File: config.mk
export PLATFORM = sky130hd
export DESIGN_NAME = axi_sub_sram_resp
export DESIGN_NICKNAME = d
export VERILOG_FILES = /design/src/rtl/axi_sub_sram_resp.sv
export SDC_FILE = /design/constraint.sdc
export NUM_CORES = 1
export LEC_CHECK = 0
export CORE_AREA = 2 2 86 88
export CTS_BUF_LIST = sky130_fd_sc_hd__clkbuf_4
export CTS_CLUSTER_DIAMETER = 50
export CTS_CLUSTER_SIZE = 40
export DETAILED_ROUTE_END_ITERATION = 16
export DIE_AREA = 0 0 88 90
export GPL_ROUTABILITY_DRIVEN = 0
export PLACE_DENSITY = 0.73
export SLEW_MARGIN = 20
export SYNTH_ARGS = -nofsm -noshare
export SYNTH_HDL_FRONTEND = slang
export SYNTH_SLANG_ARGS = --single-unit
File: constraint.sdc
create_clock -name clk -period 2.92 [get_ports clk]
set_input_delay 0.584 -clock clk [delete_from_list [all_inputs] [get_ports clk]]
set_output_delay 0.584 -clock clk [all_outputs]
set_load 0.01 [all_outputs]
File: src/rtl/axi_sub_sram_resp.sv
// axi_sub_sram_resp -- component responder that maps an address window onto a
// single-port SRAM with a one-cycle read.
//
// After reset the whole SRAM is scrubbed to zero (INIT, requests stalled). Then
// (RUN) one request is accepted per cycle:
//   - Writes complete in the accept cycle. Illegal writes get wr_err in that
//     same cycle.
//   - Reads answer C_LAT cycles after acceptance.
// A request is illegal when:
//   - its address is outside [BASE_ADDR, BASE_ADDR + DEPTH*BC), or
//   - its size is wider than a data word, or
//   - its address is not aligned to its size.
// Illegal requests never reach the SRAM.
//
// Ports
//   clk, rst                  clock; synchronous active-high reset
//   dv, addr, write, user, id,
//   wdata, wstrb, size, last  component request (user, id, last unused)
//   hld                       request stall (high during reset and scrub)
//   rd_err, rdata             read response, C_LAT cycles after acceptance
//   wr_err                    write error, same cycle as the accepted write
//   sram_cs, sram_we,
//   sram_addr, sram_wdata,
//   sram_wbe, sram_rdata      single-port SRAM, read data one cycle after cs
//   init_done                 scrub complete
module axi_sub_sram_resp #(
   parameter int              AW        = 32,
   parameter int              DW        = 32,
   parameter int              UW        = 32,
   parameter int              IW        = 1,
   parameter int              DEPTH     = 256,
   parameter logic [AW-1:0]   BASE_ADDR = '0,
   parameter int              C_LAT     = 1,
   localparam int             BC        = DW / 8,
   localparam int             BW        = $clog2(BC),
   localparam int             XW        = $clog2(DEPTH)
) (
   input  logic               clk,
   input  logic               rst,
   input  logic               dv,
   input  logic [AW-1:0]      addr,
   input  logic               write,
   input  logic [UW-1:0]      user,
   input  logic [IW-1:0]      id,
   input  logic [DW-1:0]      wdata,
   input  logic [BC-1:0]      wstrb,
   input  logic [2:0]         size,
   input  logic               last,
   output logic               hld,
   output logic               rd_err,
   output logic [DW-1:0]      rdata,
   output logic               wr_err,
   output logic               sram_cs,
   output logic               sram_we,
   output logic [XW-1:0]      sram_addr,
   output logic [DW-1:0]      sram_wdata,
   output logic [BC-1:0]      sram_wbe,
   input  logic [DW-1:0]      sram_rdata,
   output logic               init_done
);

   typedef enum logic {ST_INIT, ST_RUN} state_t;

   localparam logic [AW:0] SPAN = (AW + 1)'(DEPTH * BC);

   state_t           state_q, state_d;
   logic [XW-1:0]    scrub_cnt;
   logic [AW:0]      offset;
   logic             legal;
   logic             rd_accept;
   logic [C_LAT-1:0] rsp_vld;
   logic [C_LAT-1:0] rsp_err;
   logic [DW-1:0]    rsp_data;
   logic             unused_ok;

   assign unused_ok = ^{user, id, last};

   // The offset is one bit wider than addr. An address below the window
   // borrows into the top bit, so one unsigned compare catches both the
   // underflow and the overflow.
   assign offset = {1'b0, addr} - {1'b0, BASE_ADDR};
   assign legal  = (offset < SPAN)
                && (size <= 3'(BW))
                && ((addr & ~({AW{1'b1}} << size)) == '0);

   // NOTE: every signal driven here gets a default first, so no path through
   // the case can leave one unassigned and infer a latch.
   always_comb begin
      state_d    = state_q;
      hld        = 1'b1;
      init_done  = 1'b0;
      sram_cs    = 1'b0;
      sram_we    = 1'b0;
      sram_addr  = offset[BW +: XW];
      sram_wdata = wdata;
      sram_wbe   = wstrb;
      wr_err     = 1'b0;
      if (!rst) begin
         case (state_q)
            ST_INIT: begin
               sram_cs    = 1'b1;
               sram_we    = 1'b1;
               sram_addr  = scrub_cnt;
               sram_wdata = '0;
               sram_wbe   = '1;
               if (scrub_cnt == XW'(DEPTH - 1)) state_d = ST_RUN;
            end
            ST_RUN: begin
               hld       = 1'b0;
               init_done = 1'b1;
               sram_cs   = dv && legal;
               sram_we   = dv && legal && write;
               wr_err    = dv && write && !legal;
            end
            default: state_d = ST_INIT;
         endcase
      end
   end

   assign rd_accept = dv && !hld && !write;

   // NOTE: sequential state uses non-blocking assignments, so every register
   // samples the values from before the clock edge.
   always_ff @(posedge clk) begin
      if (rst) begin
         state_q   <= ST_INIT;
         scrub_cnt <= '0;
      end else begin
         state_q <= state_d;
         if (state_q == ST_INIT) scrub_cnt <= scrub_cnt + 1'b1;
      end
   end

   // The response tag pipeline is reset, so a reset discards reads in flight.
   always_ff @(posedge clk) begin
      if (rst) begin
         rsp_vld <= '0;
         rsp_err <= '0;
      end else begin
         rsp_vld[0] <= rd_accept;
         rsp_err[0] <= !legal;
         for (int i = 1; i < C_LAT; i++) begin
            rsp_vld[i] <= rsp_vld[i-1];
            rsp_err[i] <= rsp_err[i-1];
         end
      end
   end

   // Read data is valid one cycle after acceptance. Another C_LAT-1 stages
   // line it up with the tag at the end of the pipeline.
   if (C_LAT == 1) begin : g_no_dreg
      assign rsp_data = sram_rdata;
   end else begin : g_dreg
      logic [DW-1:0] dreg [C_LAT-1];
      // NOTE: the data stages have no reset. They are qualified by rsp_vld,
      // so stale contents never reach rdata.
      always_ff @(posedge clk) begin
         dreg[0] <= sram_rdata;
         for (int i = 1; i < C_LAT - 1; i++) dreg[i] <= dreg[i-1];
      end
      assign rsp_data = dreg[C_LAT-2];
   end

   assign rd_err = !rst && rsp_vld[C_LAT-1] && rsp_err[C_LAT-1];
   assign rdata  = (!rst && rsp_vld[C_LAT-1] && !rsp_err[C_LAT-1]) ? rsp_data : '0;

endmodule
==> flow_summary.ini <==
[cts]
postCtsHoldBufs = 0
insertion_delay_ns = 0.27
htree_levels = 1
numCtsBuffers = 3
root_buffer = clkbuf_4
clk_path_buf_depth = 2
cts.sinks = 11
clk_pin_slew_worst_paths_ns = 0.07
cts_tree = done

[floorplan]
rows = 31
die-area_um2 = 7920
start_util_pct = 16.8
io_pins = 223
die_h_um = 90
fp.coreArea_um2 = 7020
die_x_um = 88

[sta]
slew_headroom_pct = 65.2
tightest_slew_ns = 0.522
fmax_mhz = 349
finalCritPeriodShare_pct = 98.0
skew_ns = 0.00462
hold_viol = 0
drv_slew = 0
rsz0062_at_grt = false
holdWs_ns = 0.520
fin_crit_ns = 2.86
setup_viol = 0

[layout]
diodes = 0
nets = 487
area_growth_pct = 183
drive_above_1_share_pct = 11.0
final_cell_area_um2 = 3330
final_util_pct = 47.5
nFillCells = 685

[placement]
dp_hpwl_um = 4680
dpl_cell_area_um2 = 3230
io_buffers = 188

[yosys]
synth_fp_nets = 293
synth_top_area_share_pct = 18.7
syn_area_um2 = 1180
synth_edf_count = 0
syn_inst = 151
synthFlopType = dfxtp_1
ys_async_sr_fraction_pct = 0
synth_top_area_cell = dfxtp_1
post-synth-top-count-cell = and2_1
synthTopCellsByArea = dfxtp_1, and2_1, nor2b_1
synth_area_per_cell_um2 = 7.80
synth_seq_cells = 11
ys_warn_count = 0
seq_area_frac_synth_pct = 18.7
synthDistinctLibCells = 37
synth_commonest_cells = and2_1, nor2b_1, dfxtp_1, mux2_2, nor2_1

[critical_path]
crit_fanout = 10
required_ns = 2.34
cp-startpoint = rst
critPathLaunchType = input pin
r2r_setup_slack_ns = 1.60
r2r_cells = 3
cp-endpoint = sram_wbe[1]
cp-end-kind = output pin
regToRegEndpoint = rsp_vld$_SDFF_PP0_
r2r-start = state_q$_SDFF_PP0_
path_class = in2out
arrival_ns = 2.28

[grt]
grt_max_degree = 33
grt_pass1_wl_um = 8010
antenna_found_initial = 0
grt_pass1_vias = 1640
grt-ovfl-total = 0
grt_use_total_pct = 12.6

[routing]
drc = 0
vias_per_cell = 3.95
dr_wl_met2_um = 2870
drt_iter0_markers = 33
num_vias = 1749
routed.top_layer = met4
wire_per_inst_um = 12.3
dr.pass1.iters = 4
ant_nets = 0
wl_met3_um = 621
wl_met1_um = 1900
finalWirelength_um = 5430

[run]
maxCapViolations = 0

[run_status]
status = finished, final reports clean

[pwr]
power.static_leakage_nw = 1.55
pwr_density_cell_nw_per_um2 = 173
ir_drop_mv = 0.125
power.total_uw = 576

[worst_hold_path]
hold_class = reg2reg
worst min-delay path by stage:
stage	start	to	slack (ns)	cells past startpoint
floorplan	scrub_cnt[7]$_SDFFE_PP0N_	scrub_cnt[7]$_SDFFE_PP0N_	0.47	2
global placement	scrub_cnt[7]$_SDFFE_PP0N_	scrub_cnt[7]$_SDFFE_PP0N_	0.50	2
detailed placement	scrub_cnt[7]$_SDFFE_PP0N_	scrub_cnt[7]$_SDFFE_PP0N_	0.50	2
CTS	scrub_cnt[7]$_SDFFE_PP0N_	scrub_cnt[7]$_SDFFE_PP0N_	0.51	2
global route	scrub_cnt[7]$_SDFFE_PP0N_	scrub_cnt[7]$_SDFFE_PP0N_	0.56	2
finish	scrub_cnt[7]$_SDFFE_PP0N_	scrub_cnt[7]$_SDFFE_PP0N_	0.52	2
cell type report:
| type | count | area, um2 | share of cell area, % |
|---|---|---|---|
| inverters | 1 | 3.75 | 0.113 |
| repair buffers | 198 | 2020 | 60.6 |
| clock buffers | 4 | 30.0 | 0.901 |
| flip-flops and latches | 11 | 220 | 6.61 |
| multi-input cells | 130 | 933 | 28.0 |
| well taps | 99 | 124 | 3.72 |
sequential cells by signal (all words and copies together), names as in the netlist:
register / flops
state_q: 1
scrub_cnt: 8
rsp_err: 1
rsp_vld: 1
worst max-delay path, cell delays in order:
cell and delay (ns):
clkdlybuf4s50_1 0.50, buf_6 0.16, nor2_8 0.07, buf_4 0.19, or2_2 0.28, clkdlybuf4s50_1 0.48
kinds of logic (layout without fill, tap and decap cells):
family	count (synthesis)	count (layout)	share of synthesized area [%]
AND/OR/NAND/NOR	103	104	57.3
XOR/XNOR	5	5	3.72
multiplexers	9	9	8.50
adder cells (fa/ha/maj)	1	1	1.06
AO/OA/AOI/OAI	11	11	6.16
buffers and inverters	11	203	4.57
flip-flops	11	11	18.7
routing by layer:
layer | global-route usage [%] | up-vias
met5 | 0 | -
met4 | 2.56 | 0
met3 | 5.51 | 7
met2 | 24.4 | 100
met1 | 11.8 | 757
li1 | - | 885
through the flow:
stage | setup WS, ns | TNS [ns] | std cells
CTS | 0.00551 | 0 | 442
finish | 0.0584 | 0 | 443
global placement | -0.0898 | -0.157 | 438
global route | 0.00146 | 0 | 443
detailed placement | -0.108 | -0.209 | 438
floorplan | 0.882 | 0 | 151
placed cells by master (no fill, tap or decap), types with 2 or more instances in the layout:
| cell | n |
|---|---|
| clkdlybuf4s50_1 | 171 |
| and2_1 | 32 |
| nor2b_1 | 27 |
| dlymetal6s2s_1 | 15 |
| dfxtp_1 | 11 |
| mux2_2 | 8 |
| nor2_1 | 8 |
| buf_4 | 7 |
| and2b_1 | 6 |
| nand2_1 | 5 |
| or2_2 | 4 |
| xor2_1 | 4 |
| clkbuf_4 | 4 |
| nor4_1 | 3 |
| o21ai_0 | 3 |
| a21oi_1 | 3 |
| nor4_2 | 2 |
| nand3_1 | 2 |
| a31o_2 | 2 |
| nand4_1 | 2 |
| or3_1 | 2 |
| dlygate4sd2_1 | 2 |
| buf_12 | 2 |
timing repair:
item	4_1_cts	5_1_grt
pin swaps	0	1
resized for setup	4	17
endpoints found under the setup margin	3	24
hold endpoints to repair	0	0
buffers inserted	0	0
gates cloned	0	1
power by group:
| group | switching, mW | internal [mW] |
|---|---|---|
| clock | 0.0543 | 0.0623 |
| sequential | 0.00637 | 0.154 |
| combinational | 0.0812 | 0.218 |
| total | 0.142 | 0.434 |
Note: power is estimated with default switching activity, not from simulation.
